===== config.mk =====
export PLATFORM = sky130hd
export DESIGN_NAME = multi_ball_hit_controller_flat
export DESIGN_NICKNAME = d
export VERILOG_FILES = /design/src/rtl/multi_ball_hit_controller_if.sv /design/src/rtl/multi_ball_hit_controller.sv /design/src/flat_wrapper.sv
export SDC_FILE = /design/constraint.sdc
export NUM_CORES = 1
export LEC_CHECK = 0
export BUFFER_PORTS_ARGS = -buffer_cell sky130_fd_sc_hd__buf_2
export CAP_MARGIN = 15
export CORE_UTILIZATION = 50
export DETAILED_ROUTE_END_ITERATION = 8
export PLACE_DENSITY = 0.81
export SKIP_LAST_GASP = 1
export SLEW_MARGIN = 20
export SYNTH_ARGS = -nofsm -noshare
export SYNTH_HDL_FRONTEND = slang
export SYNTH_SLANG_ARGS = --single-unit

===== constraint.sdc =====
create_clock -name clk -period 4.5 [get_ports clk]
set_clock_uncertainty 0.15 [all_clocks]
set_input_delay 0.45 -clock clk [delete_from_list [all_inputs] [get_ports clk]]
set_output_delay 0.45 -clock clk [all_outputs]
set_load 0.02 [all_outputs]

===== src/rtl/multi_ball_hit_controller_if.sv =====
// Bundle between the object drawers / ball physics blocks and the per-frame hit controller.
// The master side drives drawing requests and ball state; the slave side returns resolved results.
interface multi_ball_hit_controller_if #(
    parameter int NUM_BALLS = 2,
    parameter int NUM_HOLES = 6,
    parameter int POS_W     = 11,
    parameter int VEL_W     = 11
);
    logic                         startOfFrame;
    logic [NUM_BALLS-1:0]         ballDR;
    logic                         bordersDR;
    logic [NUM_HOLES-1:0]         holeDR;
    logic [NUM_BALLS*POS_W-1:0]   ballPosX;
    logic [NUM_BALLS*POS_W-1:0]   ballPosY;
    logic [NUM_BALLS*VEL_W-1:0]   ballVelX;
    logic [NUM_BALLS*VEL_W-1:0]   ballVelY;
    logic [NUM_BALLS*VEL_W-1:0]   ballVelXOut;
    logic [NUM_BALLS*VEL_W-1:0]   ballVelYOut;
    logic [NUM_BALLS-1:0]         collisionOccurred;
    logic [NUM_BALLS-1:0]         holeHit;
    logic [NUM_BALLS*3-1:0]       holeNum;
    logic                         resultValid;

    modport master (
        output startOfFrame, ballDR, bordersDR, holeDR,
        output ballPosX, ballPosY, ballVelX, ballVelY,
        input  ballVelXOut, ballVelYOut, collisionOccurred, holeHit, holeNum, resultValid
    );

    modport slave (
        input  startOfFrame, ballDR, bordersDR, holeDR,
        input  ballPosX, ballPosY, ballVelX, ballVelY,
        output ballVelXOut, ballVelYOut, collisionOccurred, holeHit, holeNum, resultValid
    );
endinterface


===== src/rtl/multi_ball_hit_controller.sv =====
// Per-frame collision resolver: accumulates pixel-overlap events while the frame is drawn,
// then resolves one ball per clock into new velocities and pocket flags.
module multi_ball_hit_controller #(
    parameter int NUM_BALLS    = 2,
    parameter int NUM_HOLES    = 6,
    parameter int POS_W        = 11,
    parameter int VEL_W        = 11,
    parameter int BALL_SIZE    = 32,
    parameter int EDGE_MARGIN  = 2,
    parameter int TOP_OFFSET   = 0,
    parameter int DOWN_OFFSET  = 479,
    parameter int LEFT_OFFSET  = 0,
    parameter int RIGHT_OFFSET = 639
) (
    input  logic clk,
    input  logic resetN,
    multi_ball_hit_controller_if.slave bus
);
    localparam int CNT_W = (NUM_BALLS > 1) ? $clog2(NUM_BALLS) : 1;
    localparam logic signed [POS_W:0] LEFT_LIM  = (POS_W+1)'(LEFT_OFFSET + EDGE_MARGIN);
    localparam logic signed [POS_W:0] RIGHT_LIM = (POS_W+1)'(RIGHT_OFFSET - EDGE_MARGIN);
    localparam logic signed [POS_W:0] TOP_LIM   = (POS_W+1)'(TOP_OFFSET + EDGE_MARGIN);
    localparam logic signed [POS_W:0] DOWN_LIM  = (POS_W+1)'(DOWN_OFFSET - EDGE_MARGIN);
    localparam logic signed [POS_W:0] SIZE_M1   = (POS_W+1)'(BALL_SIZE - 1);
    localparam logic signed [VEL_W-1:0] VEL_MIN = {1'b1, {(VEL_W-1){1'b0}}};
    localparam logic signed [VEL_W-1:0] VEL_MAX = {1'b0, {(VEL_W-1){1'b1}}};

    typedef enum logic [1:0] {COLLECT, RESOLVE, DONE} state_t;

    state_t                     state, nextState;
    logic [CNT_W-1:0]           counter;
    logic [NUM_BALLS-1:0]       borderLatch;
    logic [NUM_BALLS-1:0]       holeLatch;
    logic [NUM_BALLS-1:0]       pairLatch [NUM_BALLS];
    logic [2:0]                 holeIdx   [NUM_BALLS];
    logic [NUM_BALLS*VEL_W-1:0] velXOutReg, velYOutReg;
    logic [NUM_BALLS-1:0]       collReg, hitReg;
    logic [NUM_BALLS*3-1:0]     holeNumReg;

    logic                       anyHole;
    logic [2:0]                 firstHole;
    int                         kIdx, partner;
    logic                       partnerFound;
    logic signed [POS_W-1:0]    px, py;
    logic signed [POS_W:0]      pxe, pye;
    logic signed [VEL_W-1:0]    vx, vy;
    logic signed [VEL_W-1:0]    resVx, resVy;
    logic                       resColl, resHit;
    logic [2:0]                 resNum;

    // A component bounces only when the ball touches a side while still moving into it.
    function automatic logic signed [VEL_W-1:0] reflect(
        input logic signed [POS_W:0]   p,
        input logic signed [VEL_W-1:0] v,
        input logic signed [POS_W:0]   lo,
        input logic signed [POS_W:0]   hi
    );
        logic hitLow, hitHigh;
        hitLow  = (p <= lo) && v[VEL_W-1];
        hitHigh = ((p + SIZE_M1) >= hi) && !v[VEL_W-1] && (v != '0);
        if (hitLow || hitHigh)
            reflect = (v == VEL_MIN) ? VEL_MAX : -v;
        else
            reflect = v;
    endfunction

    always_ff @(posedge clk or negedge resetN) begin
        if (!resetN)
            state <= COLLECT;
        else
            state <= nextState;
    end

    always_comb begin
        nextState = state;
        case (state)
            COLLECT: if (bus.startOfFrame) nextState = RESOLVE;
            RESOLVE: if (counter == CNT_W'(NUM_BALLS - 1)) nextState = DONE;
            DONE:    nextState = COLLECT;
            default: nextState = COLLECT;
        endcase
    end

    always_comb begin
        anyHole   = |bus.holeDR;
        firstHole = '0;
        for (int h = NUM_HOLES - 1; h >= 0; h--)
            if (bus.holeDR[h]) firstHole = 3'(h);
    end

    // Priority: pocket, then ball-ball swap with lowest partner, then border bounce.
    always_comb begin
        kIdx         = int'(counter);
        px           = bus.ballPosX[kIdx*POS_W +: POS_W];
        py           = bus.ballPosY[kIdx*POS_W +: POS_W];
        pxe          = {px[POS_W-1], px};
        pye          = {py[POS_W-1], py};
        vx           = bus.ballVelX[kIdx*VEL_W +: VEL_W];
        vy           = bus.ballVelY[kIdx*VEL_W +: VEL_W];
        partner      = 0;
        partnerFound = 1'b0;
        for (int j = NUM_BALLS - 1; j >= 0; j--) begin
            if (j != kIdx && pairLatch[kIdx][j]) begin
                partner      = j;
                partnerFound = 1'b1;
            end
        end
        resVx   = vx;
        resVy   = vy;
        resColl = 1'b0;
        resHit  = 1'b0;
        resNum  = '0;
        if (holeLatch[kIdx]) begin
            resVx  = '0;
            resVy  = '0;
            resHit = 1'b1;
            resNum = holeIdx[kIdx];
        end else if (partnerFound) begin
            resVx   = bus.ballVelX[partner*VEL_W +: VEL_W];
            resVy   = bus.ballVelY[partner*VEL_W +: VEL_W];
            resColl = 1'b1;
        end else if (borderLatch[kIdx]) begin
            resVx   = reflect(pxe, vx, LEFT_LIM, RIGHT_LIM);
            resVy   = reflect(pye, vy, TOP_LIM, DOWN_LIM);
            resColl = 1'b1;
        end
    end

    always_ff @(posedge clk or negedge resetN) begin
        if (!resetN) begin
            counter     <= '0;
            borderLatch <= '0;
            holeLatch   <= '0;
            velXOutReg  <= '0;
            velYOutReg  <= '0;
            collReg     <= '0;
            hitReg      <= '0;
            holeNumReg  <= '0;
            for (int i = 0; i < NUM_BALLS; i++) begin
                pairLatch[i] <= '0;
                holeIdx[i]   <= '0;
            end
        end else begin
            case (state)
                COLLECT: begin
                    counter <= '0;
                    for (int i = 0; i < NUM_BALLS; i++) begin
                        if (bus.ballDR[i] && bus.bordersDR)
                            borderLatch[i] <= 1'b1;
                        for (int j = 0; j < NUM_BALLS; j++)
                            if (j != i && bus.ballDR[i] && bus.ballDR[j])
                                pairLatch[i][j] <= 1'b1;
                        if (!holeLatch[i] && bus.ballDR[i] && anyHole) begin
                            holeLatch[i] <= 1'b1;
                            holeIdx[i]   <= firstHole;
                        end
                    end
                end
                RESOLVE: begin
                    counter                          <= counter + CNT_W'(1);
                    velXOutReg[kIdx*VEL_W +: VEL_W]  <= resVx;
                    velYOutReg[kIdx*VEL_W +: VEL_W]  <= resVy;
                    collReg[kIdx]                    <= resColl;
                    hitReg[kIdx]                     <= resHit;
                    holeNumReg[kIdx*3 +: 3]          <= resNum;
                end
                default: begin
                    counter     <= '0;
                    borderLatch <= '0;
                    holeLatch   <= '0;
                    for (int i = 0; i < NUM_BALLS; i++) begin
                        pairLatch[i] <= '0;
                        holeIdx[i]   <= '0;
                    end
                end
            endcase
        end
    end

    assign bus.ballVelXOut       = velXOutReg;
    assign bus.ballVelYOut       = velYOutReg;
    assign bus.collisionOccurred = collReg;
    assign bus.holeHit           = hitReg;
    assign bus.holeNum           = holeNumReg;
    assign bus.resultValid       = (state == DONE);
endmodule


===== src/flat_wrapper.sv =====
// flat-port wrapper written by rule: the top's interface ports become plain ports
module multi_ball_hit_controller_flat 
#(
    parameter int NUM_BALLS    = 2,
    parameter int NUM_HOLES    = 6,
    parameter int POS_W        = 11,
    parameter int VEL_W        = 11,
    parameter int BALL_SIZE    = 32,
    parameter int EDGE_MARGIN  = 2,
    parameter int TOP_OFFSET   = 0,
    parameter int DOWN_OFFSET  = 479,
    parameter int LEFT_OFFSET  = 0,
    parameter int RIGHT_OFFSET = 639
)
  (clk, resetN, bus_startOfFrame, bus_ballDR, bus_bordersDR, bus_holeDR, bus_ballPosX, bus_ballPosY, bus_ballVelX, bus_ballVelY, bus_ballVelXOut, bus_ballVelYOut, bus_collisionOccurred, bus_holeHit, bus_holeNum, bus_resultValid);
  multi_ball_hit_controller_if #(.NUM_BALLS(NUM_BALLS), .NUM_HOLES(NUM_HOLES), .POS_W(POS_W), .VEL_W(VEL_W)) bus_i ();
  input  logic clk;
  input  logic resetN;
  input wire logic [$bits(bus_i.startOfFrame)-1:0] bus_startOfFrame;
  input wire logic [$bits(bus_i.ballDR)-1:0] bus_ballDR;
  input wire logic [$bits(bus_i.bordersDR)-1:0] bus_bordersDR;
  input wire logic [$bits(bus_i.holeDR)-1:0] bus_holeDR;
  input wire logic [$bits(bus_i.ballPosX)-1:0] bus_ballPosX;
  input wire logic [$bits(bus_i.ballPosY)-1:0] bus_ballPosY;
  input wire logic [$bits(bus_i.ballVelX)-1:0] bus_ballVelX;
  input wire logic [$bits(bus_i.ballVelY)-1:0] bus_ballVelY;
  output wire logic [$bits(bus_i.ballVelXOut)-1:0] bus_ballVelXOut;
  output wire logic [$bits(bus_i.ballVelYOut)-1:0] bus_ballVelYOut;
  output wire logic [$bits(bus_i.collisionOccurred)-1:0] bus_collisionOccurred;
  output wire logic [$bits(bus_i.holeHit)-1:0] bus_holeHit;
  output wire logic [$bits(bus_i.holeNum)-1:0] bus_holeNum;
  output wire logic [$bits(bus_i.resultValid)-1:0] bus_resultValid;
  assign bus_i.startOfFrame = bus_startOfFrame;
  assign bus_i.ballDR = bus_ballDR;
  assign bus_i.bordersDR = bus_bordersDR;
  assign bus_i.holeDR = bus_holeDR;
  assign bus_i.ballPosX = bus_ballPosX;
  assign bus_i.ballPosY = bus_ballPosY;
  assign bus_i.ballVelX = bus_ballVelX;
  assign bus_i.ballVelY = bus_ballVelY;
  assign bus_ballVelXOut = bus_i.ballVelXOut;
  assign bus_ballVelYOut = bus_i.ballVelYOut;
  assign bus_collisionOccurred = bus_i.collisionOccurred;
  assign bus_holeHit = bus_i.holeHit;
  assign bus_holeNum = bus_i.holeNum;
  assign bus_resultValid = bus_i.resultValid;
  multi_ball_hit_controller #(.NUM_BALLS(NUM_BALLS), .NUM_HOLES(NUM_HOLES), .POS_W(POS_W), .VEL_W(VEL_W), .BALL_SIZE(BALL_SIZE), .EDGE_MARGIN(EDGE_MARGIN), .TOP_OFFSET(TOP_OFFSET), .DOWN_OFFSET(DOWN_OFFSET), .LEFT_OFFSET(LEFT_OFFSET), .RIGHT_OFFSET(RIGHT_OFFSET)) u_core (.clk(clk), .resetN(resetN), .bus(bus_i));
endmodule

# Word-level counts from Yosys, hierarchy flattened
# Cells that the tools add are included.
# totals
elab_cells	145
out_inout_bits	55
input_bits	100
regBits	68
# op_classes
reduce_logical	32
shift	11
n_mul	3
muxes	57
n_lt_le_gt_ge	7
n_bitwise	3
n_addsub	7
n_eq_ne	11
# ops
operator	count
$shiftx A22 B32 Y11	4
$mux W11	10
$neg A32 Y33	2
$shiftx A11 B33 Y22	2
$bwmux W22	2
$shiftx A22 B6 Y11	2
$mux W3	12
$shift A11 B33 Y22 const A	1
$shift A3 B33 Y6 const A	1
$shiftx A3 B33 Y6	1
$ge A32 B2 Y1 const B	1
$not A1 Y32	1
$add A11 B6 Y12 const B	2
$eq A11 B11 Y1 const B	2
$le A11 B3 Y1 const B	2
$neg A11 Y11	2
$reduce_bool A11 Y1	2
$mux W1	19
$logic_and A1 B1 Y1	16
$ge A12 B10 Y1 const B	1
$ge A12 B11 Y1 const B	1
$ne A2 B1 Y1 const B	6
$pmux W2 S2	3
$pmux W6 S2	1
19 further kinds	35

# Logic depth before layout (Yosys ltp)
# depth
depth_word	13
ltp_mapped	17
depth_no_buf	8

# Worst setup path after synthesis
# Ideal clock, no wire load.
# synth_timing
kind	reg-to-reg
start	register u_core.counter
end	register u_core.velXOutReg[17] (netlist: u_core.bus.ballVelXOut[17])
synth_period_minus_slack_ns	3.949
stages_incl_launch_ff	18
arrival_time_ns	3.673
path_buffers	9
required_time_ns	4.224
slack_ns	0.551
setup_time_ns	0.126
path_cell_list	dfrtp_1 buf_6 buf_6 buf_4 buf_4 buf_4 buf_2 buf_4 buf_2 mux2i_1 ha_1 o21ai_1 or4_4 a32oi_2 buf_6 a21oi_2 o311a_1 a221o_1
# synth_between
elab_chain_cells	13
word_cells_on_any_way	40
classes_between	add/sub (3); mul (2); order compare (2); eq/ne (1); shift (5); mux (17); bitwise (2); reduce/logical (8)
# synth_rtl
element	line_no	rtl
start: declaration	multi_ball_hit_controller.sv:31	logic [CNT_W-1:0] counter;
start signal: assignment	multi_ball_hit_controller.sv:160	counter <= counter + CNT_W'(1);
$mul A1 B4 Y5 or $not A1 Y32 (tied branches)	--	
$shiftx A22 B6 Y11 or $mux W2 (tied branches)	multi_ball_hit_controller.sv:94, multi_ball_hit_controller.sv:103	
$add A11 B6 Y12 or $mux W2 (tied branches)	multi_ball_hit_controller.sv:60, multi_ball_hit_controller.sv:103	
$ge A12 B11 Y1 or $mux W2 (tied branches)	multi_ball_hit_controller.sv:60, multi_ball_hit_controller.sv:103	
$logic_and A1 B1 Y1, on equally long branches	multi_ball_hit_controller.sv:60, multi_ball_hit_controller.sv:103	
$logic_and A1 B1 Y1 or $mux W1 (tied branches)	multi_ball_hit_controller.sv:60, multi_ball_hit_controller.sv:103	
$logic_or A1 B1 Y1 or $mux W1 (tied branches)	multi_ball_hit_controller.sv:61, multi_ball_hit_controller.sv:103	
$mux W11 or $mul A1 B4 Y5 (tied branches)	multi_ball_hit_controller.sv:61, multi_ball_hit_controller.sv:119	
$mux W11 or $shiftx A22 B32 Y11 (tied branches)	multi_ball_hit_controller.sv:122, multi_ball_hit_controller.sv:119	
$mux W11	multi_ball_hit_controller.sv:118	end else if (partnerFound) begin
$mux W11	multi_ball_hit_controller.sv:113	if (holeLatch[kIdx]) begin
$shiftx A11 B33 Y22	multi_ball_hit_controller.sv:161	velXOutReg[kIdx*VEL_W +: VEL_W] <= resVx;
$bwmux W22 (*)	multi_ball_hit_controller.sv:161	
end signal: indexed assignment	multi_ball_hit_controller.sv:161	
end: declaration	multi_ball_hit_controller.sv:36	logic [NUM_BALLS*VEL_W-1:0] velXOutReg, velYOutReg;
# Every way passes the cells marked *; elsewhere a longest branch is shown, timed or not. The select of a mux whose other input is x is not followed.
# A chain may end at the register's enable or synchronous reset.

# Worst setup path after layout
# Ends and elaborated chain as after synthesis.

==> flow_metrics.env <==
export IMPL_async_reset_ff_share_pct=100
export IMPL_met2_wirelength_um=7040
export IMPL_pwr_share_comb_pct=53.4
export IMPL_leakage_uw=0.00261
export IMPL_cp_cell_sequence="buf_4, mux2_2, or4_4, a32oi_2, a21oi_2, o311a_1, a221o_1"
export IMPL_cp_start_kind="flop"
export IMPL_arrival_ns=3.73
export IMPL_synth_distinct_cells=67
export IMPL_slew_viol_final=0
export IMPL_crit_fanout=50
export IMPL_htree_levels=3
export IMPL_grt_pass1_vias=4805
export IMPL_fillers=779
export IMPL_post_route_period_util_pct=81.1
export IMPL_critPathMaxStageDelay_ns=0.82
export IMPL_finalHoldViolCount=0
export IMPL_grt_total_usage_pct=30.9
export IMPL_num_antenna_cells=0
export IMPL_power_density_nw_per_um2=649
export IMPL_finalSetupViolations=0
export IMPL_clkTransAtPathRegs_ns=0.08
export IMPL_slew_headroom_pct=35.6
export IMPL_netlist_top_cells_area="dfrtp_1 (37%), mux2i_1 (7.7%), nand2_1 (6.1%)"
export IMPL_netlist_instances=529
export IMPL_post_drt_wl_per_cell_um=18.9
export IMPL_max_vdd_ir_drop_mv=0.429
export IMPL_cts_tree="built"
export IMPL_met1_length_um=6020
export IMPL_synth_edf_count=0
export IMPL_power_switching_uw=1770
export IMPL_die_h_um=97.5
export IMPL_cp_slowest_cell="dfrtp_4"
export IMPL_pwr_share_seq_pct=30.7
export IMPL_vias_per_cell=6.23
export IMPL_die_area_um2=9500
export IMPL_area_growth_pct=22.5
export IMPL_clk_root_buffer_cell="clkbuf_8"
export IMPL_drc_errors=0
export IMPL_drt_wl_total_um=14800
export IMPL_tightest_slew_ns=0.967
export IMPL_final_cell_mix="buf_2 (154), nand2_1 (74), dfrtp_1 (67)"
export IMPL_p_int_uw=1860
export IMPL_end_kind="flop"
export IMPL_hp_class="primary input to flop"
export IMPL_max_cap_viol_count=0
export IMPL_yosysTopAreaCell="dfrtp_1"
export IMPL_synth_seq_area_share_pct=37.3
export IMPL_ant_nets=0
export IMPL_swShare_pct=48.8
export IMPL_path_buf_inv=1
export IMPL_cp_required_ns=4.58
export IMPL_clockPowerShare_pct=15.9
export IMPL_grt_max_degree=51
export IMPL_syn_area_um2=4560
export IMPL_avgSynthCellArea_um2=8.62
export IMPL_fin_nets=773
export IMPL_port_buffers=154
export IMPL_r2r_cells=7
export IMPL_min_delay_start="bus_startOfFrame"
export IMPL_hold_depth=3
export IMPL_core_um2=8760
export IMPL_first_pass_iters=5
export IMPL_drt_iter0_drc=490
export IMPL_routed_wl_met3_um=1390
export IMPL_drive_gt1_share_pct=31.1
export IMPL_numCtsBuffers=9
export IMPL_grt_pass1_wl_um=23500
export IMPL_status="complete, no violations"
export IMPL_crit_family="compound AO/OA/AOI/OAI gates"
export IMPL_rsz0062_at_grt="no"
export IMPL_ios=155
export IMPL_r2r_end="u_core.bus.ballVelXOut[17]"
export IMPL_clockBufferDepth=2
export IMPL_worst_setup_path_type="flop to flop"
export IMPL_dp_hpwl_um=10800
export IMPL_synth_seq_cells=68
export IMPL_rrSetupSlack_ns=0.85
export IMPL_timing_rr_start="u_core.counter"
export IMPL_cp_depth=7
export IMPL_yosys_area_top_type_share_pct=37.3
export IMPL_placed_cells=767
export IMPL_syn_num_nets=631
export IMPL_fin_setup_tns_ns=0
export IMPL_start_util_pct=52.0
export IMPL_antenna_found_initial=1
export IMPL_layout_min_cycle_time_ns=3.65
export IMPL_top_layer_used="met5"
export IMPL_clkSinkCount=68
export IMPL_layout_commonest_cell="buf_2"
export IMPL_yosysWarnings=0
export IMPL_clock_latency_ns=0.35
export IMPL_die_w_um=97.5
export IMPL_gp_congestion=0.942
export IMPL_clock_fmax_mhz=274
export IMPL_grt_ovfl_total=0
export IMPL_whs_endpoint="u_core.state[0]"
export IMPL_hold_ws_ns=0.211
export IMPL_synth_ff_type="dfrtp_1"
export IMPL_rows=34
export IMPL_via_count=4887
export IMPL_final_cells=784
registers in the layout (all words and copies together), names as in the netlist:
name                          count
u_core.borderLatch                2
u_core.bus.ballVelXOut           22
u_core.bus.ballVelYOut           22
u_core.bus.collisionOccurred      2
u_core.bus.holeHit                2
u_core.bus.holeNum                6
u_core.counter                    1
u_core.holeIdx                    6
u_core.holeLatch                  2
u_core.pairLatch                  1
u_core.state                      2
how the worst max path moves through the flow:
stage	from	endpoint	slack (ns)
final	u_core.counter	u_core.bus.ballVelXOut[17]	0.85
after global routing	u_core.counter	u_core.bus.ballVelXOut[19]	0.67
after CTS	u_core.counter	u_core.bus.ballVelXOut[17]	0.91
after detailed placement	u_core.counter	u_core.bus.ballVelXOut[17]	0.94
after global placement	u_core.counter	u_core.bus.ballVelXOut[17]	1.05
after floorplan	u_core.counter	u_core.bus.ballVelXOut[17]	0.55
timing repair:
action	4_1_cts	5_1_grt
gates resized for setup	0	0
hold buffers	1	0
setup buffers	0	0
endpoints found under the hold margin	8	0
synth_stat cells, types with 2 or more instances:
cell      instances
o41ai_1           6
and2_1            8
buf_4             4
ha_1              2
a221o_1           2
o21ai_0          34
o311a_1           2
o21a_1            3
o31ai_1           9
o31a_1            2
nand2_1          74
nor2b_1           8
clkbuf_1         17
inv_1             8
a22o_1            2
o221ai_1          5
o21ai_1           6
nor3b_1           6
nor4_1           13
xor2_1            2
a32oi_1           4
nor3_1           17
buf_2             5
mux2i_1          35
nor4b_1          10
and4_1            2
a21oi_1          37
mux2_2           19
dfrtp_1          68
or2_2             2
or3_1             3
or3_2             2
nor2_1           45
nand4_1           5
buf_6             4
o22ai_1           2
nand3_1          20
or4_1             2
o211ai_1          2
a211oi_1          3
a31oi_1           2
a22oi_1           2
stage by stage:
step / total power, µW / area (µm²) / setup slack, ns / utilization [%]
5_1_grt: 3820 / 5590 / 0.674 / 63.7
6_report: 3620 / 5590 / 0.850 / 63.7
3_3_place_gp: 2930 / 5350 / 1.05 / 61.1
3_5_place_dp: 3010 / 5350 / 0.943 / 61.1
2_1_floorplan: 2410 / 4560 / 0.551 / -
4_1_cts: 3590 / 5590 / 0.911 / 63.7
per-layer routing:
layer,GRT usage (%),vias up
met5,0,-
met4,11.5,2
met3,7.41,39
met2,51.5,288
met1,38.8,2308
li1,-,2250
power by group through the flow:
stage / sequential, µW / combinational (µW) / clock, µW
after floorplan: 1200 / 1210 / 0
after global placement: 1110 / 1830 / 0
after detailed placement: 1110 / 1900 / 0
after CTS: 1110 / 1910 / 576
after global routing: 1140 / 2080 / 600
final: 1110 / 1940 / 575
worst register-to-register path: cells and delay by family (launching register included):
| kind | cells | cell delay (ns) |
|---|---|---|
| compound gates | 4 | 1.22 |
| flops | 1 | 0.82 |
| mux | 1 | 0.39 |
| buf+inv | 1 | 0.36 |
| simple gates | 1 | 0.58 |
cell type report:
cell class | instances | area (µm²) | share of cell area (%)
clock buffer | 9 | 124 | 2.22
clock inverter | 7 | 98.8 | 1.77
inverter | 9 | 33.8 | 0.605
multi-input combinational | 421 | 2660 | 47.5
sequential | 68 | 1710 | 30.5
tap | 108 | 135 | 2.42
timing repair buffer | 162 | 833 | 14.9
logic make-up (layout without fill, tap and decap cells):
logic type,Yosys count,count (layout),synth area share (%)
AO/OA/AOI/OAI,137,137,19.6
XOR/XNOR,3,3,0.576
adder cells (fa/ha/maj),2,2,0.549
buffers and inverters,40,187,4.42
flip-flops,68,68,37.3
multiplexers,55,55,12.9
AND/OR/NAND/NOR,224,224,24.6
Power figures use the tool's default switching activity.
